## config.mk

```make
export PLATFORM = sky130hd
export DESIGN_NAME = load_store_unit
export DESIGN_NICKNAME = d
export VERILOG_FILES = /design/src/rtl/load_store_unit_pkg.sv /design/src/rtl/load_store_unit_load_align.sv /design/src/rtl/load_store_unit.sv
export SDC_FILE = /design/constraint.sdc
export NUM_CORES = 1
export LEC_CHECK = 0
export ABC_AREA = 1
export ABC_CLOCK_PERIOD_IN_PS = 2800
export CAP_MARGIN = 15
export CORE_MARGIN = 2
export CORE_UTILIZATION = 45
export CTS_BUF_LIST = sky130_fd_sc_hd__clkbuf_8 sky130_fd_sc_hd__clkbuf_16
export DETAILED_ROUTE_END_ITERATION = 6
export GPL_TIMING_DRIVEN = 1
export PLACE_DENSITY = 0.87
export SYNTH_ARGS = -nofsm -noshare
export SYNTH_HDL_FRONTEND = slang
export SYNTH_SLANG_ARGS = --single-unit
```

## constraint.sdc

```tcl
create_clock -name clk_i -period 2.8 [get_ports clk_i]
set_input_delay 0.28 -clock clk_i [delete_from_list [all_inputs] [get_ports clk_i]]
set_output_delay 0.28 -clock clk_i [all_outputs]
set_load 0.1 [all_outputs]
```

## src/rtl/load_store_unit_pkg.sv

```systemverilog
`default_nettype none
// ============================================================================
// Module      : load_store_unit_pkg
// Description : Shared encodings and helpers for the load/store unit.
// Revision    : 1.0 - initial release
// ============================================================================
package load_store_unit_pkg;

    typedef enum logic [1:0] {
        ST_IDLE    = 2'd0,
        ST_REQ     = 2'd1,
        ST_WAIT_RD = 2'd2,
        ST_DONE    = 2'd3
    } lsu_state_e;

    localparam logic [1:0] MEM_TRIM_WORD = 2'b00;
    localparam logic [1:0] MEM_TRIM_HALF = 2'b01;
    localparam logic [1:0] MEM_TRIM_BYTE = 2'b10;

    localparam logic [3:0] STORE_MASK_NONE = 4'b0000;
    localparam logic [3:0] STORE_MASK_BYTE = 4'b0001;
    localparam logic [3:0] STORE_MASK_HALF = 4'b0011;
    localparam logic [3:0] STORE_MASK_WORD = 4'b1111;

    // Access size is carried in trim encoding for both loads and stores.
    function automatic logic [3:0] size_mask(input logic [1:0] trim);
        case (trim)
            MEM_TRIM_BYTE: size_mask = STORE_MASK_BYTE;
            MEM_TRIM_HALF: size_mask = STORE_MASK_HALF;
            default:       size_mask = STORE_MASK_WORD;
        endcase
    endfunction

    function automatic logic [31:0] replicate_wdata(input logic [1:0] trim, input logic [31:0] wdata);
        case (trim)
            MEM_TRIM_BYTE: replicate_wdata = {4{wdata[7:0]}};
            MEM_TRIM_HALF: replicate_wdata = {2{wdata[15:0]}};
            default:       replicate_wdata = wdata;
        endcase
    endfunction

endpackage
`default_nettype wire

```

## src/rtl/load_store_unit_load_align.sv

```systemverilog
`default_nettype none
// ============================================================================
// Module      : load_align
// Description : Selects the addressed byte/half lane of a bus word and extends it.
// Revision    : 1.0 - initial release
// ============================================================================
module load_align
    import load_store_unit_pkg::*;
(
    input  logic [31:0] rdata_i,
    input  logic [1:0]  addr_lo_i,
    input  logic [1:0]  trim_i,
    input  logic        sext_i,
    output logic [31:0] result_o
);

    logic [31:0] byte_shift;
    logic [31:0] half_shift;
    logic [7:0]  byte_sel;
    logic [15:0] half_sel;

    assign byte_shift = rdata_i >> {addr_lo_i, 3'b000};
    assign half_shift = rdata_i >> {addr_lo_i[1], 4'b0000};
    assign byte_sel   = byte_shift[7:0];
    assign half_sel   = half_shift[15:0];

    always_comb begin
        result_o = rdata_i;
        case (trim_i)
            MEM_TRIM_BYTE: result_o = {{24{sext_i & byte_sel[7]}}, byte_sel};
            MEM_TRIM_HALF: result_o = {{16{sext_i & half_sel[15]}}, half_sel};
            default:       result_o = rdata_i;
        endcase
    end

endmodule
`default_nettype wire

```

## src/rtl/load_store_unit.sv

```systemverilog
`default_nettype none
// ============================================================================
// Module      : load_store_unit
// Description : MEM-stage req/gnt/rvalid bus master with alignment and timeout.
// Revision    : 1.0 - initial release
// ============================================================================
module load_store_unit
    import load_store_unit_pkg::*;
#(
    parameter int TIMEOUT_CYCLES = 255,
    parameter int ADDR_W         = 32
)
(
    input  logic              clk_i,
    input  logic              rst_i,
    input  logic              mem_read_i,
    input  logic [3:0]        mem_write_i,
    input  logic [1:0]        mem_trim_i,
    input  logic              mem_sign_extend_i,
    input  logic [ADDR_W-1:0] addr_i,
    input  logic [31:0]       wdata_i,
    input  logic              hold_i,
    output logic              stall_o,
    output logic [31:0]       rdata_o,
    output logic              rdata_valid_o,
    output logic              misaligned_o,
    output logic              bus_err_o,
    output logic              dbus_req_o,
    output logic              dbus_we_o,
    output logic [ADDR_W-1:0] dbus_addr_o,
    output logic [3:0]        dbus_be_o,
    output logic [31:0]       dbus_wdata_o,
    input  logic              dbus_gnt_i,
    input  logic              dbus_rvalid_i,
    input  logic [31:0]       dbus_rdata_i
);

    localparam int CNT_W = (TIMEOUT_CYCLES > 1) ? $clog2(TIMEOUT_CYCLES) : 1;
    localparam logic [CNT_W-1:0] CNT_LAST = CNT_W'((TIMEOUT_CYCLES > 0) ? TIMEOUT_CYCLES - 1 : 0);

    lsu_state_e        state_q, state_d;
    logic [ADDR_W-1:0] addr_q, addr_d;
    logic [3:0]        be_q, be_d;
    logic [31:0]       wdata_q, wdata_d;
    logic              we_q, we_d;
    logic [1:0]        trim_q, trim_d;
    logic              sext_q, sext_d;
    logic [CNT_W-1:0]  cnt_q, cnt_d;
    logic [31:0]       rdata_q, rdata_d;
    logic              rdata_valid_q, rdata_valid_d;
    logic              misaligned_q, misaligned_d;
    logic              bus_err_q, bus_err_d;

    logic        acc;
    logic [1:0]  req_trim;
    logic        misaligned;
    logic        timed_out;
    logic [31:0] load_data;

    assign acc      = mem_read_i | (|mem_write_i);
    assign req_trim = mem_read_i    ? mem_trim_i    :
                      mem_write_i[3] ? MEM_TRIM_WORD :
                      mem_write_i[1] ? MEM_TRIM_HALF : MEM_TRIM_BYTE;

    // Trim 2'b11 is treated as a word access throughout.
    assign misaligned = ((req_trim == MEM_TRIM_HALF) && addr_i[0]) ||
                        ((req_trim != MEM_TRIM_HALF) && (req_trim != MEM_TRIM_BYTE) && (addr_i[1:0] != 2'b00));

    assign timed_out = (TIMEOUT_CYCLES != 0) && (cnt_q == CNT_LAST);

    load_align u_load_align (
        .rdata_i   (dbus_rdata_i),
        .addr_lo_i (addr_q[1:0]),
        .trim_i    (trim_q),
        .sext_i    (sext_q),
        .result_o  (load_data)
    );

    always_comb begin
        state_d       = state_q;
        addr_d        = addr_q;
        be_d          = be_q;
        wdata_d       = wdata_q;
        we_d          = we_q;
        trim_d        = trim_q;
        sext_d        = sext_q;
        cnt_d         = cnt_q;
        rdata_d       = rdata_q;
        rdata_valid_d = rdata_valid_q;
        misaligned_d  = misaligned_q;
        bus_err_d     = bus_err_q;
        stall_o       = 1'b0;

        case (state_q)
            ST_IDLE: begin
                if (acc) begin
                    stall_o = 1'b1;
                    if (misaligned) begin
                        misaligned_d = 1'b1;
                        state_d      = ST_DONE;
                    end else begin
                        addr_d  = addr_i;
                        be_d    = size_mask(req_trim) << addr_i[1:0];
                        wdata_d = replicate_wdata(req_trim, wdata_i);
                        we_d    = ~mem_read_i;
                        trim_d  = req_trim;
                        sext_d  = mem_sign_extend_i;
                        cnt_d   = '0;
                        state_d = ST_REQ;
                    end
                end
            end
            ST_REQ: begin
                stall_o = 1'b1;
                if (dbus_gnt_i) begin
                    cnt_d   = '0;
                    state_d = we_q ? ST_DONE : ST_WAIT_RD;
                end else if (timed_out) begin
                    bus_err_d = 1'b1;
                    rdata_d   = '0;
                    state_d   = ST_DONE;
                end else begin
                    cnt_d = cnt_q + CNT_W'(1);
                end
            end
            ST_WAIT_RD: begin
                stall_o = 1'b1;
                if (dbus_rvalid_i) begin
                    rdata_d       = load_data;
                    rdata_valid_d = 1'b1;
                    state_d       = ST_DONE;
                end else if (timed_out) begin
                    bus_err_d = 1'b1;
                    rdata_d   = '0;
                    state_d   = ST_DONE;
                end else begin
                    cnt_d = cnt_q + CNT_W'(1);
                end
            end
            default: begin
                // Result stays visible until the pipeline is free to consume it.
                if (!hold_i) begin
                    rdata_d       = '0;
                    rdata_valid_d = 1'b0;
                    misaligned_d  = 1'b0;
                    bus_err_d     = 1'b0;
                    state_d       = ST_IDLE;
                end
            end
        endcase
    end

    always_ff @(posedge clk_i) begin
        if (rst_i) begin
            state_q       <= ST_IDLE;
            addr_q        <= '0;
            be_q          <= '0;
            wdata_q       <= '0;
            we_q          <= 1'b0;
            trim_q        <= MEM_TRIM_WORD;
            sext_q        <= 1'b0;
            cnt_q         <= '0;
            rdata_q       <= '0;
            rdata_valid_q <= 1'b0;
            misaligned_q  <= 1'b0;
            bus_err_q     <= 1'b0;
        end else begin
            state_q       <= state_d;
            addr_q        <= addr_d;
            be_q          <= be_d;
            wdata_q       <= wdata_d;
            we_q          <= we_d;
            trim_q        <= trim_d;
            sext_q        <= sext_d;
            cnt_q         <= cnt_d;
            rdata_q       <= rdata_d;
            rdata_valid_q <= rdata_valid_d;
            misaligned_q  <= misaligned_d;
            bus_err_q     <= bus_err_d;
        end
    end

    assign dbus_req_o    = (state_q == ST_REQ);
    assign dbus_we_o     = we_q;
    assign dbus_addr_o   = {addr_q[ADDR_W-1:2], 2'b00};
    assign dbus_be_o     = be_q;
    assign dbus_wdata_o  = wdata_q;
    assign rdata_o       = rdata_q;
    assign rdata_valid_o = rdata_valid_q;
    assign misaligned_o  = misaligned_q;
    assign bus_err_o     = bus_err_q;

endmodule
`default_nettype wire

```

==> flow_summary.yaml, run 1 <==
layout:
  fillerInstances: 1087
  final_area_mm2: 0.00831
  final_common_cell: "nand2_1"
  layout_common_cells: "nand2_1 (205), buf_4 (122), dfxtp_1 (117)"
  fin_nets: 1122
  area_growth_pct: 41.3
  drive_above_1_share_pct: 18.0
  n_antenna_cell: 0
floorplanning:
  die_x_um: 118
  core_mm2: 0.0127
  io_pins: 215
  dieArea_mm2: 0.0140
  start_util_pct: 46.4
  row_count: 41
  die_y_um: 118
power:
  comb_power_share_pct: 52.7
  internal_power_mw: 4.73
  power.density_mw_per_mm2: 1180
  switching_share_pct: 51.9
  p_seq_share_pct: 23.2
  vdd_drop_max_uv: 872
  netSwitchingPower_mw: 5.10
  clockPowerShare_pct: 24.0
  leakage_nw: 3.57
place:
  hpwl_um: 13100
  port_buffers: 212
  place.gp.congestion: 0.860
  post_dp_cell_area_mm2: 0.00767
timing:
  hold_viol: 0
  layout_min_cycle_time_ns: 2.36
  fin_crit_sh_pct: 84.1
  rsz0062_at_grt: "no"
  holdWs_ns: 0.422
  skew_ns: 0.0101
  fmaxAchievable_ghz: 0.424
  setup_viol: 0
  slew_headroom_pct: 49.0
  slew_violations: 0
  tns_ns: 0
  tightest_slew_ns: 0.762
clock_tree:
  cts.htree.levels: 4
  post_cts_buffers: 0
  clkLatencyLatePin_ns: 0.41
  cts-root-buf: "clkbuf_16"
  tritoncts: "done"
  clkTransAtPathRegs_ns: 0.06
  postCtsHoldBufs: 0
  clock_path_buffers: 2
  cts_sinks: 117
  cts_inserted_buffers: 17
  cts-resized-gates: 0
worst_setup_path:
  end_kind: "flip-flop"
  crit_required_ns: 3.13
  crit_type: "primary input to flip-flop"
  arrival_ns: 2.68
  cp_max_fo: 26
  cp-start-kind: "primary input"
route:
  final_antenna_net_count: 0
  drt-pass1-iter-count: 5
  vias_per_cell: 5.32
  drc_errors: 0
  totalWireLength_um: 18200
  drt_iter0_drc: 578
  wire_per_inst_um: 15.3
  num_vias: 6310
logic_synthesis:
  synth-seq-cells: 117
  yosys_most_used_dff: "dfxtp_1"
  yosysWarnings: 0
  syn_area_mm2: 0.00588
  synth-async-reset-ratio_pct: 0
  avgSynthCellArea_um2: 7.07
  synth_edf_count: 0
  syn_inst: 832
  yosysUniqueCellTypes: 38
  seq_area_frac_synth_pct: 39.8
global_routing:
  grt_pass1_vias: 5980
  overflow: 0
  antenna_found_initial: 0
  grt_max_degree: 46
  grt_pass1_wl_um: 29400
  grtUsageTotal_pct: 25.9
run_status:
  status: "finished, final reports clean"
job:
  drv_cap: 0
min_path:
  hold_path.class: "primary input to flip-flop"
[path summary, 6_finish.rpt]
path	start	endpoint	slack, ns	cells past startpoint
max	mem_read_i	dbus_wdata_o[13]$_SDFFE_PP0P_	0.44	8
min	rst_i	addr_q[13]$_SDFFE_PP0P_	0.42	5
max reg2reg	trim_q[0]$_SDFFE_PP0P_	rdata_o[25]$_SDFFE_PP0P_	0.47	12
min reg2reg	rdata_valid_o$_SDFFE_PP0P_	rdata_valid_o$_SDFFE_PP0P_	0.46	2
[cell type report]
| class | count | area [um^2] | share of cell area [%] |
|---|---|---|---|
| inverters | 46 | 173 | 2.08 |
| flip-flops and latches | 117 | 2340 | 28.2 |
| multi-input cells | 589 | 2930 | 35.3 |
| clock inverters | 14 | 210 | 2.53 |
| well taps | 172 | 215 | 2.59 |
| clock buffers | 17 | 425 | 5.12 |
| repair buffers | 231 | 2010 | 24.2 |
[Yosys cell counts, types with 2 or more instances]
cell type / n / area [um^2]
a211oi_1: 2 / 15.0
a21oi_1: 62 / 310
a21oi_2: 10 / 87.6
a31oi_1: 26 / 163
a32oi_1: 8 / 70.1
buf_1: 3 / 11.3
buf_2: 10 / 50.1
buf_4: 33 / 248
clkbuf_1: 34 / 128
dfxtp_1: 117 / 2340
ha_1: 11 / 138
inv_1: 43 / 161
inv_2: 2 / 7.51
nand2_1: 205 / 769
nand2_2: 2 / 12.5
nand3_1: 22 / 110
nand3b_1: 8 / 60.1
nor2_1: 103 / 387
nor3_1: 3 / 15.0
o2111ai_1: 2 / 17.5
o211ai_1: 7 / 52.6
o211ai_2: 10 / 125
o21ai_0: 94 / 470
[flip-flops by register name, summed over array words and instances (netlist names)]
register       count
dbus_be_o          4
addr_q            32
dbus_we_o          1
state_q            2
bus_err_o          1
trim_q             2
rdata_o           32
dbus_wdata_o      32
cnt_q              8
misaligned_o       1
rdata_valid_o      1
sext_q             1
[power by group through the flow]
stage	clock network (mW)	registers, mW	logic [mW]
finish	2.36	2.28	5.19
global route	2.45	2.33	5.46
CTS	2.38	2.28	5.17
detailed placement	0	2.30	5.15
global placement	0	2.30	5.11
floorplan	0	3.66	2.78
[per-layer routing]
metal	GRT usage [%]	vias up	part of all wire (%)
met2	42.1	318	47
li1	-	3093	-
met5	0	-	0
met1	30.8	2860	40
met3	8.88	39	10
met4	11.7	0	2.5
[per-stage QoR]
stage          std cells  util (%)  total power, mW  setup WS, ns
2_1_floorplan        833         -             6.44         0.154
3_3_place_gp        1155      60.5             7.41         0.242
3_5_place_dp        1155      60.5             7.45        0.0791
4_1_cts             1186      65.6             9.83         0.487
5_1_grt             1186      65.6             10.2         0.296
6_report            1186      65.6             9.83         0.444
[worst max-delay path, stage by stage]
cell and delay, ns:
clkdlybuf4s50_1 0.55, nor2_1 0.10, a22oi_1 0.27, ha_1 0.32, buf_4 0.23, nor2_1 0.52, a32oi_1 0.17, a31oi_1 0.24
[cell families after synthesis]
group	count (synthesis)	synth area share, %
buf+inv	127	10.6
xor+xnor	1	0.149
compound gates	228	23.4
flops	117	39.8
simple gates	347	23.7
other cells	1	0.0638
fa+ha+maj	11	2.34
(Power assumes the default switching activity.)
==> inputs of run 2 (changes only) <==
ABC_CLOCK_PERIOD_IN_PS = 2300   (was 2800)
clock period = 2.3 ns   (was 2.8 ns; I/O delays follow)
==> run 2 against run 1 <==
  * Total power is 23% higher
  * Highest routed layer unchanged
  * First-iteration DRC count is 18% lower
  * Largest cell class unchanged
  * Critical endpoint is now addr_q[17]$_SDFFE_PP0P_
  * Final cell count is 1.3% higher
  * Routed wire length is 0.59% lower
  * Via count is 0.62% lower
  * Hold slack worse by 0.041 ns
  * Sequential cell count stayed put
  * Combinational power is 26% higher
==> flow_summary.yaml, run 2 (synthesis gave the netlist of run 1 again) <==
power:
  total_power_mw: 12.1
  leakage_nw: 3.65
  power.density_mw_per_mm2: 1420
  vdd_drop_max_uv: 1270
layout:
  area_growth_pct: 44.5
  final_area_mm2: 0.00850
  fin_util_pct: 67.0
  drive_above_1_share_pct: 19.8
  n_antenna_cell: 0
  fin_nets: 1137
  final_common_cell: "nand2_1"
  layout_common_cells: "nand2_1 (205), buf_4 (131), dfxtp_1 (117)"
floorplanning:
  dieArea_mm2: 0.0140
  start_util_pct: 46.4
  row_count: 41
  die_y_um: 118
  io_pins: 215
  core_mm2: 0.0127
  die_x_um: 118
clock_tree:
  clkTransAtPathRegs_ns: 0.06
  clock_path_buffers: 2
  tritoncts: "done"
  postCtsHoldBufs: 0
  cts_sinks: 117
  post_cts_buffers: 0
  clkLatencyLatePin_ns: 0.42
  cts.htree.levels: 4
  cts-resized-gates: 0
  cts-root-buf: "clkbuf_16"
  cts_inserted_buffers: 17
worst_setup_path:
  crit_type: "primary input to flip-flop"
  end_kind: "flip-flop"
  rrSetupSlack_ns: 0.20
  cp_cell_sequence: "clkdlybuf4s50_1 -> nor2_2 -> a22oi_1 -> buf_4 -> inv_1 -> ha_1 -> nand2_1 -> a21oi_2 -> nor2_4 -> buf_12 -> o21ai_0 -> nor2_1"
  critPathSlowestCell: "clkdlybuf4s50_1"
  path_buf_inv: 4
  arrival_ns: 2.47
  crit_required_ns: 2.64
  cp-start-kind: "primary input"
  cp_max_fo: 63
  crit_family: "buffers and inverters"
  cp_slowest_stage_delay_ns: 0.55
timing:
  hold_viol: 0
  fmaxAchievable_ghz: 0.469
  holdWs_ns: 0.382
  rsz0062_at_grt: "no"
  layout_min_cycle_time_ns: 2.13
  fin_crit_sh_pct: 92.7
  slew_violations: 0
  setup_viol: 0
  skew_ns: 0.0106
  slew_headroom_pct: 58.7
  tightest_slew_ns: 0.618
place:
  post_dp_cell_area_mm2: 0.00788
  place.gp.congestion: 0.899
  hpwl_um: 12900
  port_buffers: 212
route:
  wire_per_inst_um: 15.0
  drt_iter0_drc: 472
  totalWireLength_um: 18100
  vias_per_cell: 5.22
  drt-pass1-iter-count: 5
  final_antenna_net_count: 0
  drc_errors: 0
  num_vias: 6271
global_routing:
  use_met1_pct: 31.0
  grt_pass1_vias: 5836
  overflow: 0
  grt_busiest_layer: "met2"
  met2_usage_pct: 42.1
  grtUsageTotal_pct: 25.6
  grt_max_degree: 64
  antenna_found_initial: 0
  gr-usage-met3_pct: 7.77
  grt_pass1_wl_um: 29000
run_status:
  status: "finished, final reports clean"
job:
  drv_cap: 0
min_path:
  hold_path.class: "primary input to flip-flop"
[run 2: cell types whose count changed in the layout (fill, tap and decap cells not counted), sizes merged]
cell | previous run | this run
clkinvlp | 2 | 3
buf | 124 | 139
bufinv | 5 | 3
inv | 47 | 48
clkbuf | 17 | 18
[run 2: layer usage]
metal	part of all wire [%]	routed length, um
met5	0	0
met2	48	8690
met4	2.8	499
met3	8.8	1590
met1	40	7290
[run 2: final cells by class]
cell class | instances | area [um^2]
fill | 1054 | 4180
multi-input combinational | 589 | 2950
sequential | 117 | 2340
timing repair buffer | 246 | 2200
clock buffer | 18 | 439
tap | 172 | 215
clock inverter | 14 | 175
inverter | 46 | 173
[run 2: worst min-delay path, stage by stage]
cell and delay, ns:
clkdlybuf4s50_1 0.39, nand2_1 0.06, a31oi_1 0.07
[run 2: where the power goes]
part / total, mW / switching, mW / internal [mW]
registers: 2.79 / 0.292 / 2.50
clock network: 2.75 / 1.01 / 1.74
logic: 6.52 / 5.00 / 1.52
[run 2: final timing paths]
kind	start	endpoint	depth (start not counted)
hold reg to reg	rdata_o[27]$_SDFFE_PP0P_	rdata_o[27]$_SDFFE_PP0P_	2
hold / removal	wdata_i[18]	dbus_wdata_o[18]$_SDFFE_PP0P_	3
setup / recovery	mem_read_i	addr_q[17]$_SDFFE_PP0P_	12
setup reg to reg	state_q[0]$_SDFFE_PP0P_	rdata_o[24]$_SDFFE_PP0P_	10
[run 2: through the flow]
step,worst slack (ns),setup TNS [ns],std cells
after floorplan,0.170,0,833
after global routing,0.0152,0,1202
after CTS,0.0684,0,1202
final,0.168,0,1202
after global placement,-0.213,-12.75,1170
after detailed placement,-0.361,-20.49,1170
